### config.mk
export PLATFORM = sky130hd
export DESIGN_NAME = gpmc_regfile_bridge_flat
export DESIGN_NICKNAME = d
export VERILOG_FILES = /design/src/rtl/gpmc_bridge_pkg.sv /design/src/rtl/gpmc_regfile_bridge_if.sv /design/src/rtl/gpmc_sync.sv /design/src/rtl/gpmc_regfile_bridge.sv /design/src/flat_wrapper.sv
export SDC_FILE = /design/constraint.sdc
export NUM_CORES = 1
export LEC_CHECK = 0
export CAP_MARGIN = 20
export CORE_MARGIN = 4
export CORE_UTILIZATION = 40
export DETAILED_ROUTE_END_ITERATION = 7
export HOLD_SLACK_MARGIN = 0.15
export PLACE_DENSITY_LB_ADDON = 0.25
export REMOVE_ABC_BUFFERS = 1
export SLEW_MARGIN = 20
export SYNTH_ARGS = -nofsm -noshare
export SYNTH_HDL_FRONTEND = slang
export SYNTH_SLANG_ARGS = --single-unit
### constraint.sdc
create_clock -name clk -period 2 [get_ports clk]
set_input_delay 0.5 -clock clk [delete_from_list [all_inputs] [get_ports clk]]
set_output_delay 0.5 -clock clk [all_outputs]
set_load 0.05 [all_outputs]
### src/rtl/gpmc_bridge_pkg.sv
// Shared types and constants for the GPMC register-file bridge.
package gpmc_bridge_pkg;

   localparam int unsigned BUS_WIDTH  = 16;
   localparam int unsigned CTRL_WIDTH = 4;
   localparam int unsigned BE_WIDTH   = 2;
   localparam int unsigned SYNC_WIDTH = CTRL_WIDTH + BE_WIDTH + BUS_WIDTH;

   // Idle levels the synchronisers flush to: controls deasserted, bus low.
   localparam logic [CTRL_WIDTH-1:0] CTRL_IDLE = '1;
   localparam logic [BE_WIDTH-1:0]   BE_IDLE   = '1;
   localparam logic [BUS_WIDTH-1:0]  AD_IDLE   = '0;
   localparam logic [SYNC_WIDTH-1:0] SYNC_IDLE = {CTRL_IDLE, BE_IDLE, AD_IDLE};

   typedef enum logic [1:0] {
      StIdle,
      StAddr,
      StWrite,
      StRead
   } state_e;

endpackage

### src/rtl/gpmc_regfile_bridge_if.sv
// GPMC pad-side signals: split in/out/oe for the SB_IO buffer plus raw controls.
interface gpmc_regfile_bridge_if;
   import gpmc_bridge_pkg::*;

   logic [BUS_WIDTH-1:0] gpmc_ad_in;
   logic [BUS_WIDTH-1:0] gpmc_ad_out;
   logic                 gpmc_ad_oe;
   logic                 gpmc_csn1;
   logic                 gpmc_advn;
   logic                 gpmc_wein;
   logic                 gpmc_oen;
   logic [BE_WIDTH-1:0]  gpmc_be_n;

   // Host side: drives the pins, observes read data and enable.
   modport master (
      output gpmc_ad_in, gpmc_csn1, gpmc_advn, gpmc_wein, gpmc_oen, gpmc_be_n,
      input  gpmc_ad_out, gpmc_ad_oe
   );

   // Bridge side.
   modport slave (
      input  gpmc_ad_in, gpmc_csn1, gpmc_advn, gpmc_wein, gpmc_oen, gpmc_be_n,
      output gpmc_ad_out, gpmc_ad_oe
   );

endinterface

### src/rtl/gpmc_sync.sv
// Multi-stage synchroniser with a configurable synchronous reset value.
module gpmc_sync #(
   parameter int unsigned      WIDTH     = 1,
   parameter int unsigned      STAGES    = 2,
   parameter logic [WIDTH-1:0] RESET_VAL = '0
) (
   input  logic             clk,
   input  logic             rst,
   input  logic [WIDTH-1:0] i_d,
   output logic [WIDTH-1:0] o_q
);

   logic [STAGES-1:0][WIDTH-1:0] r_stage;

   // Shift the async input through STAGES flops; reset flushes to idle level.
   always_ff @(posedge clk) begin
      if (rst) begin
         r_stage <= {STAGES{RESET_VAL}};
      end else begin
         r_stage <= {r_stage[STAGES-2:0], i_d};
      end
   end

   assign o_q = r_stage[STAGES-1];

endmodule

### src/rtl/gpmc_regfile_bridge.sv
// GPMC slave on the system clock: synchronised bus sampling, phase-decoding FSM,
// control register bank and read mux over control registers and status inputs.
module gpmc_regfile_bridge
   import gpmc_bridge_pkg::*;
#(
   parameter int unsigned  ADDR_WIDTH  = 4,
   parameter int unsigned  RO_BASE     = 8,
   parameter int unsigned  SYNC_STAGES = 2,
   localparam int unsigned NUM_REGS    = 2 ** ADDR_WIDTH,
   localparam int unsigned NUM_RO      = NUM_REGS - RO_BASE
) (
   input  logic                          clk,
   input  logic                          rst,
   gpmc_regfile_bridge_if.slave          io_gpmc,
   output logic [RO_BASE*BUS_WIDTH-1:0]  o_reg_out,
   input  logic [NUM_RO*BUS_WIDTH-1:0]   i_status_in,
   output logic [NUM_REGS-1:0]           o_wr_strobe,
   output logic [NUM_REGS-1:0]           o_rd_strobe
);

   logic [SYNC_WIDTH-1:0]         w_raw;
   logic [SYNC_WIDTH-1:0]         w_sync;
   logic                          w_csn1_s;
   logic                          w_advn_s;
   logic                          w_wein_s;
   logic                          w_oen_s;
   logic [BE_WIDTH-1:0]           w_be_n_s;
   logic [BUS_WIDTH-1:0]          w_ad_s;
   logic [BUS_WIDTH-1:0]          w_rd_data;

   state_e                        r_state;
   logic [ADDR_WIDTH-1:0]         r_addr;
   logic [BUS_WIDTH-1:0]          r_hold_data;
   logic [BE_WIDTH-1:0]           r_hold_be;
   logic [BUS_WIDTH-1:0]          r_data;
   logic                          r_oe;
   logic [RO_BASE*BUS_WIDTH-1:0]  r_regs;
   logic [NUM_REGS-1:0]           r_wr_strobe;
   logic [NUM_REGS-1:0]           r_rd_strobe;

   assign w_raw = {io_gpmc.gpmc_csn1, io_gpmc.gpmc_advn, io_gpmc.gpmc_wein, io_gpmc.gpmc_oen,
                   io_gpmc.gpmc_be_n, io_gpmc.gpmc_ad_in};

   gpmc_sync #(
      .WIDTH     (SYNC_WIDTH),
      .STAGES    (SYNC_STAGES),
      .RESET_VAL (SYNC_IDLE)
   ) u_sync (
      .clk (clk),
      .rst (rst),
      .i_d (w_raw),
      .o_q (w_sync)
   );

   assign {w_csn1_s, w_advn_s, w_wein_s, w_oen_s, w_be_n_s, w_ad_s} = w_sync;

   // Read mux: control registers below RO_BASE, status inputs above.
   always_comb begin
      w_rd_data = '0;
      for (int unsigned i = 0; i < RO_BASE; i++) begin
         if (r_addr == ADDR_WIDTH'(i)) w_rd_data = r_regs[BUS_WIDTH*i +: BUS_WIDTH];
      end
      for (int unsigned i = 0; i < NUM_RO; i++) begin
         if (r_addr == ADDR_WIDTH'(RO_BASE + i)) w_rd_data = i_status_in[BUS_WIDTH*i +: BUS_WIDTH];
      end
   end

   // Phase-decoding FSM with registered data, enable, strobes and register bank.
   always_ff @(posedge clk) begin
      if (rst) begin
         r_state     <= StIdle;
         r_addr      <= '0;
         r_hold_data <= '0;
         r_hold_be   <= BE_IDLE;
         r_data      <= '0;
         r_oe        <= 1'b0;
         r_regs      <= '0;
         r_wr_strobe <= '0;
         r_rd_strobe <= '0;
      end else begin
         r_wr_strobe <= '0;
         r_rd_strobe <= '0;
         if (w_csn1_s) begin
            // Chip deselect aborts anything in flight, including a pending write.
            r_state <= StIdle;
            r_oe    <= 1'b0;
         end else if (!w_advn_s) begin
            r_addr  <= w_ad_s[ADDR_WIDTH-1:0];
            r_state <= StAddr;
            r_oe    <= 1'b0;
         end else begin
            unique case (r_state)
               StIdle: begin
                  r_oe <= 1'b0;
               end
               StAddr: begin
                  // Both strobes low is a protocol error: stay put, do nothing.
                  if (!w_wein_s && w_oen_s) begin
                     r_hold_data <= w_ad_s;
                     r_hold_be   <= w_be_n_s;
                     r_state     <= StWrite;
                  end else if (w_wein_s && !w_oen_s) begin
                     r_data      <= w_rd_data;
                     r_rd_strobe <= NUM_REGS'(1) << r_addr;
                     r_state     <= StRead;
                  end
               end
               StWrite: begin
                  if (!w_wein_s) begin
                     r_hold_data <= w_ad_s;
                     r_hold_be   <= w_be_n_s;
                  end else begin
                     // Rising wein commits the value held from the last low cycle.
                     for (int unsigned i = 0; i < RO_BASE; i++) begin
                        if (r_addr == ADDR_WIDTH'(i)) begin
                           for (int unsigned b = 0; b < BE_WIDTH; b++) begin
                              if (!r_hold_be[b]) begin
                                 r_regs[BUS_WIDTH*i + 8*b +: 8] <= r_hold_data[8*b +: 8];
                              end
                           end
                           r_wr_strobe[i] <= 1'b1;
                        end
                     end
                     r_state <= StAddr;
                  end
               end
               StRead: begin
                  if (w_oen_s) begin
                     r_oe    <= 1'b0;
                     r_state <= StAddr;
                  end else begin
                     r_oe <= 1'b1;
                  end
               end
               default: r_state <= StIdle;
            endcase
         end
      end
   end

   // Raw pins gate the enable so the bus is released without synchroniser delay.
   assign io_gpmc.gpmc_ad_oe  = r_oe & ~io_gpmc.gpmc_oen & ~io_gpmc.gpmc_csn1;
   assign io_gpmc.gpmc_ad_out = r_data;
   assign o_reg_out           = r_regs;
   assign o_wr_strobe         = r_wr_strobe;
   assign o_rd_strobe         = r_rd_strobe;

endmodule
### src/flat_wrapper.sv
// flat-port wrapper written by rule: the top's interface ports become plain ports
module gpmc_regfile_bridge_flat import gpmc_bridge_pkg::*;
#(
   parameter int unsigned  ADDR_WIDTH  = 4,
   parameter int unsigned  RO_BASE     = 8,
   parameter int unsigned  SYNC_STAGES = 2,
   localparam int unsigned NUM_REGS    = 2 ** ADDR_WIDTH,
   localparam int unsigned NUM_RO      = NUM_REGS - RO_BASE
)
  (clk, rst, o_reg_out, i_status_in, o_wr_strobe, o_rd_strobe, io_gpmc_gpmc_ad_in, io_gpmc_gpmc_csn1, io_gpmc_gpmc_advn, io_gpmc_gpmc_wein, io_gpmc_gpmc_oen, io_gpmc_gpmc_be_n, io_gpmc_gpmc_ad_out, io_gpmc_gpmc_ad_oe);
  gpmc_regfile_bridge_if io_gpmc_i ();
  input  logic clk;
  input  logic rst;
  output logic [RO_BASE*BUS_WIDTH-1:0] o_reg_out;
  input  logic [NUM_RO*BUS_WIDTH-1:0] i_status_in;
  output logic [NUM_REGS-1:0] o_wr_strobe;
  output logic [NUM_REGS-1:0] o_rd_strobe;
  input wire logic [$bits(io_gpmc_i.gpmc_ad_in)-1:0] io_gpmc_gpmc_ad_in;
  input wire logic [$bits(io_gpmc_i.gpmc_csn1)-1:0] io_gpmc_gpmc_csn1;
  input wire logic [$bits(io_gpmc_i.gpmc_advn)-1:0] io_gpmc_gpmc_advn;
  input wire logic [$bits(io_gpmc_i.gpmc_wein)-1:0] io_gpmc_gpmc_wein;
  input wire logic [$bits(io_gpmc_i.gpmc_oen)-1:0] io_gpmc_gpmc_oen;
  input wire logic [$bits(io_gpmc_i.gpmc_be_n)-1:0] io_gpmc_gpmc_be_n;
  output wire logic [$bits(io_gpmc_i.gpmc_ad_out)-1:0] io_gpmc_gpmc_ad_out;
  output wire logic [$bits(io_gpmc_i.gpmc_ad_oe)-1:0] io_gpmc_gpmc_ad_oe;
  assign io_gpmc_i.gpmc_ad_in = io_gpmc_gpmc_ad_in;
  assign io_gpmc_i.gpmc_csn1 = io_gpmc_gpmc_csn1;
  assign io_gpmc_i.gpmc_advn = io_gpmc_gpmc_advn;
  assign io_gpmc_i.gpmc_wein = io_gpmc_gpmc_wein;
  assign io_gpmc_i.gpmc_oen = io_gpmc_gpmc_oen;
  assign io_gpmc_i.gpmc_be_n = io_gpmc_gpmc_be_n;
  assign io_gpmc_gpmc_ad_out = io_gpmc_i.gpmc_ad_out;
  assign io_gpmc_gpmc_ad_oe = io_gpmc_i.gpmc_ad_oe;
  gpmc_regfile_bridge #(.ADDR_WIDTH(ADDR_WIDTH), .RO_BASE(RO_BASE), .SYNC_STAGES(SYNC_STAGES)) u_core (.clk(clk), .rst(rst), .io_gpmc(io_gpmc_i), .o_reg_out(o_reg_out), .i_status_in(i_status_in), .o_wr_strobe(o_wr_strobe), .o_rd_strobe(o_rd_strobe));
endmodule
======== Word-level counts from Yosys, hierarchy flattened ========
Index checks and enable logic that the tools add are counted.
word-level totals
  flip-flop bits (word level) ............. 245
  output and inout port bits .............. 177
cells by class
  equality and inequality tests ........... 27
  shifts and indexed selects .............. 1
  muxes and demuxes ....................... 38
  bitwise gates (word level) .............. 13
  reductions and logical operators ........ 34
operators with widths
  operator                number
  $mux W16                18
  $reduce_and A6 Y1       16
  $eq A4 B4 Y1 const B    8
  $pmux W16 S2            1
  $eq A4 B3 Y1 const B    4
  $shl A1 B4 Y16 const A  1
  $mux W2                 6
  $not A1 Y1              11
  $mux W1                 10
  $reduce_and A5 Y1       2
  $eq A4 B2 Y1 const B    2
  $reduce_and A4 Y1       2
  $ne A2 B2 Y1 const B    3
  $ne A3 B3 Y1 const B    2
  $pmux W2 S3             1
  $reduce_or A6 Y1        1
  $reduce_or A5 Y1        1
  $eq A2 B2 Y1 const B    2
  $eq A4 B1 Y1 const B    1
  $logic_not A4 Y1        1
  $ne A4 B1 Y1 const B    1
  $ne A4 B2 Y1 const B    1
  $pmux W2 S2             1
  $reduce_bool A2 Y1      2
  12 further kinds        15

======== Longest topological paths before layout ========
Gate-level depths: netlist of run 1.
  depth after elaboration ................. 17
  gate-level depth with buffers ........... 9
  mapped depth without buffers ............ 7

======== By module ========
Synthesis of run 1 repeated with hierarchy kept, for this count alone.
second synthesis, totals
  cell total of the unflattened synthesis .. 1,245
  area total of the unflattened synthesis .. 11,244.5 um^2
modules (own cells, without submodules)
  module               times used  cells an instance  area each (um^2)  seq. area each (um^2)
  gpmc_regfile_bridge  1           1,131              9,885.7           3,863.7
  gpmc_sync            1           114                1,358.8           880.8

======== Worst setup path after synthesis of run 1 ========
No wires, ideal clock.
  kind .................................... in2out
  start point ............................. input io_gpmc_gpmc_oen
  end point ............................... output io_gpmc_gpmc_ad_oe
  arrival time ............................ 1.658 ns
  required time ........................... 1.500 ns
  path slack .............................. -0.158 ns
  stages .................................. 1
  cells stage by stage .................... nor3b_1
between the ends
  cells in the longest elaborated chain, start to end .. 3
ends and longest elaborated chain
  element                     line                        RTL
  start, declared             flat_wrapper.sv:22          input wire logic [$bits(io_gpmc_i.gpmc_oen)-1:0] io_gpmc_gpmc_oen;
  $not A1 Y1                  gpmc_regfile_bridge.sv:142  assign io_gpmc.gpmc_ad_oe = r_oe & ~io_gpmc.gpmc_oen & ~io_gpmc.gpmc_csn1;
  $and A1 B1 Y1 (2 in a row)  gpmc_regfile_bridge.sv:142
  end, declared               flat_wrapper.sv:25          output wire logic [$bits(io_gpmc_i.gpmc_ad_oe)-1:0] io_gpmc_gpmc_ad_oe;
Every way passes these cells.

======== Final worst setup path of run 1 ========
  start point ............................. register u_core.u_sync.r_stage, in the netlist u_core.u_sync.o_q[19]
  end point ............................... register u_core.r_data[7] (netlist: u_core.io_gpmc.gpmc_ad_out[7])
between the ends
  cells in the longest elaborated chain, start to end .. 4
  elaborated cells on any way between the ends .. 5
ends and longest elaborated chain
  element                                 line                        RTL
  start, declared                         gpmc_sync.sv:13             logic [STAGES-1:0][WIDTH-1:0] r_stage;
  start signal, assigned                  gpmc_sync.sv:18             r_stage <= {STAGES{RESET_VAL}};
  start signal, assigned                  gpmc_sync.sv:20             r_stage <= {r_stage[STAGES-2:0], i_d};
  $logic_not A1 Y1                        gpmc_regfile_bridge.sv:98   if (!w_wein_s && w_oen_s) begin
  $logic_and A1 B1 Y1                     gpmc_regfile_bridge.sv:98
  $not A1 Y1 (no source line)             --
  $reduce_and A5 Y1 (no source line) (*)  --
  end signal, assigned                    gpmc_regfile_bridge.sv:103  r_data <= w_rd_data;
  end, declared                           gpmc_regfile_bridge.sv:35   logic [BUS_WIDTH-1:0] r_data;
Every way passes the cells marked *; elsewhere a longest branch is shown, timed or not.
A chain may end at the register's enable or synchronous reset.

==> results of run 1 <==
-- per-stage QoR --
stage | TNS (ps) | instances | setup WS, ps | power [mW]
floorplan | -261670 | 1107 | -2270 | 5.00
global placement | -30.4 | 1902 | -12.7 | 5.45
detailed placement | -2460 | 1902 | -63.0 | 5.44
CTS | 0 | 1954 | 0.271 | 10.5
global route | -187 | 1960 | -81.9 | 10.7
finish | -0.314 | 1960 | -0.314 | 10.4
-- critical path, cell delays in order, from the launching register on --
cell       delay [ps]
dfxtp_2           330
inv_1              60
ha_4              160
nand3b_1          200
or3_4             500
a2111oi_1         490
a221o_1           190
-- where the power goes --
group | internal, mW | switching, mW
clock network | 3.06 | 2.01
registers | 4.76 | 0.0118
logic | 0.338 | 0.242
-- sequential cells by signal (all words and copies together), names as in the netlist --
name                        count
u_core.u_sync.o_q              22
u_core.u_sync.r_stage          22
u_core.r_hold_be                2
u_core.r_state                  2
u_core.r_hold_data             16
u_core.o_rd_strobe             16
u_core.o_wr_strobe              8
u_core.r_addr                   4
u_core.o_reg_out              128
u_core.io_gpmc.gpmc_ad_out     16
u_core.r_oe                     1
-- final timing paths --
| check | to | slack (ps) | cells after the start |
|---|---|---|---|
| min | u_core.u_sync.o_q[21] | 410 | 1 |
| max | u_core.io_gpmc.gpmc_ad_out[7] | -0.3 | 6 |
| min reg2reg | u_core.u_sync.o_q[21] | 410 | 1 |
| max reg2reg | u_core.io_gpmc.gpmc_ad_out[7] | -0.3 | 6 |
-- cell usage after synthesis (all sizes together), types with 4 or more instances --
master / number / area [sq um]
dfxtp: 237 / 4740
nor2: 218 / 1060
mux2i: 174 / 1740
a21oi: 71 / 355
buf: 60 / 364
nand2: 52 / 205
clkbuf: 49 / 184
nor2b: 46 / 288
o21ai: 46 / 230
nor3: 23 / 115
o22ai: 19 / 119
mux2: 17 / 191
or2: 15 / 93.8
inv: 13 / 48.8
a211oi: 12 / 90.1
a221oi: 11 / 96.3
nand2b: 11 / 68.8
nor4: 10 / 62.6
a22oi: 8 / 60.1
nand3b: 7 / 52.6
o32ai: 7 / 61.3
a22o: 6 / 52.6
ha: 6 / 75.1
nand3: 6 / 30.0
or3: 6 / 42.5
a211o: 5 / 43.8
a2bb2oi: 5 / 43.8
a32oi: 5 / 43.8
a31oi: 4 / 25.0
nand4: 4 / 25.0
o211ai: 4 / 30.0
-- layout make-up --
type / instances / area [sq um]
Timing Repair Buffer: 434 / 3860
Tap cell: 372 / 465
Multi-Input combinational cell: 856 / 5980
Fill cell: 2424 / 11100
Clock buffer: 38 / 808
Clock inverter: 9 / 110
Inverter: 14 / 52.6
Sequential cell: 237 / 4760
-- what timing repair did --
action / 4_1_cts / 5_1_grt
gates cloned: 0 / 1
pin swaps: 3 / 14
hold buffers: 0 / 0
setup buffers: 5 / 6
endpoints found under the setup margin: 123 / 94
resized for setup: 18 / 39
-- logic make-up (layout without fill, tap and decap cells) --
group / Yosys count / after routing
simple gates: 412 / 412
flops: 237 / 237
compound gates: 236 / 236
mux: 194 / 194
buf+inv: 123 / 495
fa+ha+maj: 6 / 6
other cells: 1 / 8
-- cells in the final DEF, fill, tap and decap left out, types with 12 or more instances in the layout --
master           instances
buf_4                  257
dfxtp_1                230
nor2_1                 200
mux2i_1                173
clkdlybuf4s50_1        150
a21oi_1                 71
nand2_1                 46
nor2b_1                 44
o21ai_0                 41
clkbuf_16               29
nor3_1                  22
o22ai_1                 19
mux2_2                  15
or2_2                   14
nor2_8                  14
buf_12                  14
a211oi_1                12
-- metal layers --
| layer | track usage, % | part of all wire [%] |
|---|---|---|
| met1 | 37.1 | 41 |
| met2 | 46.1 | 46 |
| met3 | 6.40 | 9.9 |
| met4 | 6.48 | 2.6 |
| met5 | 0 | 0 |
==> flow_summary.json, run 1 <==
{
  "synthDistinctLibCells": 74,
  "ys_seq_area_share_pct": 42.6,
  "die_h_microns": 175,
  "fin_hold_ws_ps": 409,
  "grt_pass1_vias": 10700,
  "skew_ps": 16.1,
  "cts_num_sinks": 237,
  "cts_max_path_buffers": 3,
  "overflow": 0,
  "place_area_sq_mm": 0.0148,
  "drt-initial-drc-count": 1101,
  "hold_path_class": "reg2reg",
  "grt_max_degree": 93,
  "synth_top_family_by_area": "simple AND/OR/NAND/NOR gates",
  "syn_area_sq_mm": 0.0111,
  "rsz0062_at_grt": "yes",
  "async_flop_share_pct": 0,
  "grt_util_all_layers_pct": 27.8,
  "wl_per_cell_microns": 23.0,
  "synth_seq_cells": 237,
  "cts_tree": "yes",
  "grt_pass1_wl_mm": 66.1,
  "ir_worst_vdd_mv": 0.621,
  "std_cell_rows": 60,
  "synth-xor-area-share_pct": 0,
  "die-area_sq_mm": 0.0306,
  "finalHoldViolCount": 0,
  "wl_mm": 45.1,
  "synth_mux_area_share_pct": 18.0,
  "dp_hpwl_mm": 33.6,
  "syn_inst": 1209,
  "critical_path_class": "reg2reg",
  "stdcell_area_sq_mm": 0.0160,
  "r2r_start": "u_core.u_sync.o_q[19]",
  "max_clock_freq_mhz": 500,
  "place_congestion": 0.909,
  "slew_headroom_pct": 57.9,
  "cp_max_fo": 7,
  "fin_ws_ps": -0.314,
  "port_buffers": 320,
  "p_leak_nw": 6.32,
  "path_clk_slew_ps": 60,
  "status": "complete, but fails checks",
  "crit_arrival_ps": 2460,
  "synth_flop_cell": "dfxtp_1",
  "clock_latency_ps": 530,
  "area_delta_synth_final_pct": 44.0,
  "hp-start": "u_core.u_sync.r_stage[21]",
  "antenna_found_initial": 0,
  "vias": 10800,
  "core_area_sq_mm": 0.0272,
  "end_kind": "register",
  "cts_buffers": 26,
  "start_kind": "register",
  "fin_nets": 1727,
  "synth_warnings": 0,
  "synth_compound_area_share_pct": 13.9,
  "synth-simple-area-share_pct": 19.4,
  "yosys.area_share.adder_pct": 0.674,
  "antenna_left": 0,
  "finalCritPeriodShare_pct": 100,
  "antenna_cells": 0,
  "crit_required_ps": 2460,
  "h-tree-depth": 1,
  "drive_gt1_share_pct": 26.0,
  "cellPowerDensity_mw_per_mm2": 650,
  "drc": 0,
  "synth-edff-count": 0,
  "fin_util_pct": 59.0,
  "setup_viol": 1,
  "cts.root.buffer_cell": "clkbuf_16",
  "detail_route.vias_per_cell": 5.52,
  "fin_crit_ps": 2000,
  "tightestPinTransition_ps": 631,
  "slew_viol_final": 0,
  "violations": "negative setup slack",
  "start_util_pct": 41.0,
  "first_pass_iters": 7,
  "syn_avg_cell_area_sq_um": 9.22,
  "crit_start": "u_core.u_sync.o_q[19]",
  "fp.dieW_microns": 175,
  "cap_viol_max_count": 0,
  "io_pins": 329
}
Power figures use the tool's default switching activity.
==> run 2: changes to the inputs <==
ABC_AREA = 1   (was unset)
==> run 2 against run 1 <==
Compared with the run above: the flow now finishes without violations; clock power rose by 2%; clock skew rose by 6.3 ps; worst setup slack improved by 22 ps; sequential cell count did not move; synthesized area fell by 8.1%; sequential share of layout area rose by 1.9 points; worst hold slack got worse by 27 ps; die area fell by 7.7%; critical path type unchanged; largest power group unchanged; highest routed layer unchanged.
==> flow_summary.json, run 2 <==
{
  "status": "finished clean",
  "grt_pass1_vias": 10300,
  "core_area_sq_mm": 0.0252,
  "combPwrFrac_pct": 5.4,
  "ys_seq_area_share_pct": 46.3,
  "place_congestion": 0.929,
  "ir_worst_vdd_mv": 0.498,
  "rr_worst_depth": 16,
  "antenna_found_initial": 0,
  "power_mw": 10.5,
  "antenna_left": 0,
  "grt_pass1_wl_mm": 58.3,
  "hp-start": "rst",
  "end_kind": "register",
  "synth_flop_cell": "dfxtp_1",
  "cts_max_path_buffers": 3,
  "rsz0062_at_grt": "yes",
  "max_clock_freq_mhz": 505,
  "wl_mm": 38.9,
  "die_h_microns": 168,
  "cts.root.buffer_cell": "clkbuf_16",
  "std_cell_rows": 58,
  "cts_num_sinks": 237,
  "p_sw_mw": 2.25,
  "first_pass_iters": 5,
  "critical_path_class": "reg2reg",
  "cp_cell_sequence": "inv_2 -> nand2_4 -> buf_6 -> nor2_4 -> inv_2 -> buf_12 -> buf_4 -> nor2_2 -> nor2_2 -> nand4_1 -> nor2_2 -> nand4_1 -> nor2_1 -> nand4_1 -> nand2_1 -> a21oi_1",
  "synth_top_cells_by_count": "376 x nor2_1, 253 x nand2_1, 237 x dfxtp_1",
  "syn_inst": 1470,
  "synth_area_leaders": "dfxtp_1 46%, nor2_1 14%, nand2_1 9.3%",
  "layout_commonest_cell": "nor2_1",
  "grt_util_all_layers_pct": 25.9,
  "hold_path_class": "in2reg",
  "cts_buffers": 26,
  "p_int_mw": 8.28,
  "ctsHoldBuffers": 0,
  "finalCritPeriodShare_pct": 98.9,
  "dp_hpwl_mm": 29.4,
  "synth.most_common_cell": "nor2_1",
  "largest_reg_flops": 128,
  "setup_viol": 0,
  "start_kind": "register",
  "fin_nets": 1998,
  "fin_crit_ps": 1980,
  "die-area_sq_mm": 0.0282,
  "clock_latency_ps": 540,
  "path_clk_slew_ps": 60,
  "cp_max_fo": 5,
  "p_leak_nw": 6.90,
  "synth_seq_cells": 237,
  "seqPwrFrac_pct": 45.4,
  "final_cell_mix": "355 x nor2_1, 248 x nand2_1, 233 x dfxtp_1",
  "critPathTopFamily": "simple AND/OR/NAND/NOR gates",
  "r2r-end": "u_core.io_gpmc.gpmc_ad_out[11]",
  "cts_tree": "yes",
  "slew_headroom_pct": 65.4,
  "grt_max_degree": 93,
  "antenna_cells": 0,
  "crit_arrival_ps": 2390,
  "fp.dieW_microns": 168,
  "finalHoldViolCount": 0,
  "syn_avg_cell_area_sq_um": 6.97,
  "detail_route.vias_per_cell": 5.01,
  "area_delta_synth_final_pct": 47.0,
  "switching_share_pct": 21.4,
  "drc": 0,
  "port_buffers": 320,
  "r2r_start": "u_core.r_addr[3]",
  "drt-initial-drc-count": 926,
  "synthDistinctLibCells": 35,
  "tns_ps": 0,
  "io_pins": 329,
  "cap_viol_max_count": 0,
  "async_flop_share_pct": 0,
  "path_buf_inv": 5,
  "fin_hold_ws_ps": 382,
  "synth_area_leader_cell": "dfxtp_1",
  "min_to": "u_core.r_oe",
  "drive_gt1_share_pct": 22.6,
  "tightestPinTransition_ps": 522,
  "place_inst": 2124,
  "syn_area_sq_mm": 0.0102,
  "skew_ps": 22.4,
  "cpPeakStageDelay_ps": 340,
  "synth_warnings": 0,
  "finalNonFillerCells": 2190,
  "start_util_pct": 40.7,
  "crit_required_ps": 2420,
  "clkPwrFrac_pct": 49.3,
  "rrSetupSlack_ps": 20,
  "vias": 11000,
  "hold_depth": 4,
  "cp_slowest_cell": "dfxtp_2",
  "slew_viol_final": 0,
  "synth_top_area_share_pct": 46.3,
  "overflow": 0,
  "h-tree-depth": 1,
  "wl_per_cell_microns": 17.7,
  "synth-edff-count": 0,
  "cellPowerDensity_mw_per_mm2": 700
}
[run 2: cell type report]
cell class	count	area (sq um)
fillers	2354	10100
multi-input cells	1017	4760
flip-flops and latches	237	4750
repair buffers	410	3610
clock buffers	33	717
inverters	148	584
well taps	330	413
clock inverters	15	216
[run 2: cells by family after synthesis]
| family | Yosys count | synth area share (%) |
|---|---|---|
| simple gates | 768 | 32.3 |
| flops | 237 | 46.3 |
| compound gates | 235 | 11.7 |
| buf+inv | 223 | 8.91 |
| fa+ha+maj | 6 | 0.733 |
| other cells | 1 | 0.0366 |
[run 2: power groups by stage]
stage,Clock (mW),Combinational (mW),Sequential (mW)
after global routing,5.45,0.607,4.78
after global placement,0,0.544,4.88
after floorplan,0,0.164,4.88
final,5.19,0.565,4.78
after CTS,5.24,0.550,4.78
after detailed placement,0,0.545,4.88
[run 2: worst register-to-register path: stages (launching register included)]
cell and delay (ps):
dfxtp_2 340, inv_2 60, nand2_4 70, buf_6 110, nor2_4 40, inv_2 80
buf_12 110, buf_4 100, nor2_2 30, nor2_2 120, nand4_1 160, nor2_2 170
nand4_1 100, nor2_1 130, nand4_1 110, nand2_1 80, a21oi_1 60
[run 2: worst max path at each step]
stage	startpoint	end	slack, ps	cells past startpoint
after floorplan	rst	u_core.io_gpmc.gpmc_ad_out[2]	-1470	4
after global placement	u_core.r_addr[0]	u_core.io_gpmc.gpmc_ad_out[14]	-190	14
after detailed placement	u_core.r_addr[0]	u_core.io_gpmc.gpmc_ad_out[14]	-220	14
after CTS	u_core.r_addr[2]	u_core.io_gpmc.gpmc_ad_out[1]	0.1	15
after global routing	u_core.r_addr[3]	u_core.io_gpmc.gpmc_ad_out[12]	-110	17
final	u_core.r_addr[3]	u_core.io_gpmc.gpmc_ad_out[11]	20	16
[run 2: through the flow]
step / worst slack [ps] / area, sq um / utilization, %
finish: 21.7 / 15100 / 59.8
global route: -114 / 15100 / 59.8
CTS: 0.109 / 14700 / 58.4
detailed placement: -215 / 13700 / 54.6
global placement: -186 / 13700 / 54.6
floorplan: -1470 / 9910 / -
[run 2: repair_timing]
item / CTS / global route
pin swaps: 0 / 25
setup buffers: 0 / 18
setup endpoints to repair: 42 / 59
resized for setup: 23 / 63
[run 2: routing by layer]
metal  wire (microns)  vias up  GRT usage, %
met3             2960       67          4.23
met2            18600      477          43.6
li1                 -     5370             -
met4              977        0          6.95
met5                0        -             0
met1            16400     5054          34.5
==> run 3: changes to the inputs <==
DONT_BUFFER_PORTS = 1   (was unset)
clock period = 2.16 ns   (was 2 ns; I/O delays follow)
==> run 3 against run 2 <==
Compared with the run above: die area is the same; clock power shrank 21%; sequential cell count is the same; critical path type unchanged.
==> flow_summary.json, run 3 (same netlist as run 2, synthesis figures left out) <==
{
  "antenna_found_initial": 0,
  "cts.root.buffer_cell": "clkbuf_16",
  "cts_max_path_buffers": 3,
  "drive_gt1_share_pct": 18.7,
  "start_kind": "register",
  "fin_nets": 1770,
  "clock_latency_ps": 540,
  "fp.dieW_microns": 168,
  "pre_cts_ws_ps": -183,
  "cap_viol_max_count": 0,
  "p_leak_nw": 5.72,
  "grt_pass1_vias": 9433,
  "cp_max_fo": 9,
  "place_congestion": 0.923,
  "hold_path_class": "in2reg",
  "slew_headroom_pct": 57.2,
  "cts_buffers": 26,
  "cts_num_sinks": 237,
  "antenna_left": 0,
  "cts_tree": "yes",
  "critPathTopFamily": "simple AND/OR/NAND/NOR gates",
  "io_pins": 329,
  "cpPeakStageDelay_ps": 360,
  "setup_viol": 0,
  "drt-initial-drc-count": 640,
  "tightestPinTransition_ps": 642,
  "std_cell_rows": 58,
  "cpMostUsedCell": "nand2_1",
  "grt_max_degree": 76,
  "grt_util_all_layers_pct": 24.8,
  "cellPowerDensity_mw_per_mm2": 693,
  "finalHoldViolCount": 0,
  "wl_mm": 37.1,
  "finalNonFillerCells": 1959,
  "drc": 0,
  "vias": 9963,
  "ir_worst_vdd_mv": 0.628,
  "fin_ws_ps": 132,
  "end_kind": "register",
  "area_delta_synth_final_pct": 24.1,
  "die_h_microns": 168,
  "tns_ps": 0,
  "path_clk_slew_ps": 60,
  "antenna_cells": 0,
  "dp_hpwl_mm": 27.7,
  "path_buf_inv": 3,
  "max_clock_freq_mhz": 493,
  "core_area_sq_mm": 0.0252,
  "finalCritPeriodShare_pct": 93.9,
  "stdcell_area_sq_mm": 0.0127,
  "fin_crit_ps": 2030,
  "fill_cells": 2506,
  "first_pass_iters": 5,
  "slew_viol_final": 0,
  "place_inst": 1882,
  "cp_slowest_cell": "dfxtp_4",
  "crit_required_ps": 2570,
  "place_area_sq_mm": 0.0115,
  "rsz0062_at_grt": "yes",
  "overflow": 0,
  "h-tree-depth": 1,
  "status": "finished clean",
  "fin_hold_ws_ps": 211,
  "port_buffers": 0,
  "wl_per_cell_microns": 18.9,
  "crit_arrival_ps": 2440,
  "cp_cell_sequence": "buf_4 -> inv_2 -> nand2_2 -> nor2_4 -> inv_2 -> or2_0 -> nand2_1 -> nand4_1 -> nand2_1 -> nand3_1 -> nand2_1 -> nand2_1 -> nand2_1 -> a21oi_1",
  "critical_path_class": "reg2reg",
  "largest_reg_flops": 128,
  "grt_pass1_wl_mm": 55.3,
  "die-area_sq_mm": 0.0282,
  "start_util_pct": 40.7,
  "skew_ps": 11.5,
  "layout_commonest_cell": "nor2_1",
  "final_cell_mix": "363 x nor2_1, 249 x nand2_1, 233 x dfxtp_1",
  "detail_route.vias_per_cell": 5.09
}
-- run 3: cell types whose count changed in the layout (fill, tap and decap cells not counted), moves of 5 or more --
cell             before  now
dlygate4sd2_1        10    0
bufinv_16             5    0
buf_6                11    1
clkbuf_1              3    8
buf_4               229  153
nor2_1              355  363
dlygate4sd3_1         0   22
clkdlybuf4s50_1     150    0
-- run 3: area by class of cell --
type                       count  area, sq um  area share, %
inverter                     148          566           4.45
multi-input combinational   1017         4680           36.8
clock inverter                 7         48.8          0.384
timing repair buffer         182         1510           11.9
sequential                   237         4750           37.4
tap                          330          413           3.25
clock buffer                  38          736           5.79
-- run 3: tightest hold or removal path: cells and delay by family --
family                 cells  cell delay [ps]
AND/OR/NAND/NOR            2               80
buffers and inverters      1               80
-- run 3: what timing repair did --
item,in CTS,in global routing
setup buffers,0,9
gates cloned,0,0
gates resized for setup,7,26
setup endpoints to repair,10,46
endpoints found under the hold margin,58,0
pin swaps,0,8
hold buffers,23,0
-- run 3: stage by stage --
stage / util (%) / power (mW)
6_report: 50.5 / 8.81
5_1_grt: 50.5 / 9.11
4_1_cts: 49.9 / 8.91
3_5_place_dp: 45.7 / 4.72
3_3_place_gp: 45.7 / 4.72
2_1_floorplan: - / 4.67
-- run 3: metal layers --
layer	share of wire [%]	wire [microns]	vias up	global-route usage (%)
li1	-	-	4902	-
met1	43	15800	4598	32.1
met2	46	16900	408	40.5
met3	9.3	3450	55	7.56
met4	2.5	920	0	6.70
met5	0	0	-	0
-- run 3: power breakdown --
group	switching (mW)	leakage [nW]	internal (mW)	total (mW)
clock	1.77	0.385	2.35	4.12
sequential	0.0144	1.92	4.41	4.42
combinational	0.167	3.42	0.0950	0.262
total	1.95	5.72	6.86	8.81
-- run 3: worst paths after layout --
kind                                           startpoint                        endpoint  slack [ps]  cells after the start
worst max-delay path                     u_core.r_addr[3]  u_core.io_gpmc.gpmc_ad_out[12]         130                     14
worst min-delay path                                  rst               u_core.r_state[1]         210                      3
worst max register to register           u_core.r_addr[3]  u_core.io_gpmc.gpmc_ad_out[12]         130                     14
worst min register to register  u_core.u_sync.r_stage[11]           u_core.u_sync.o_q[11]         400                      2
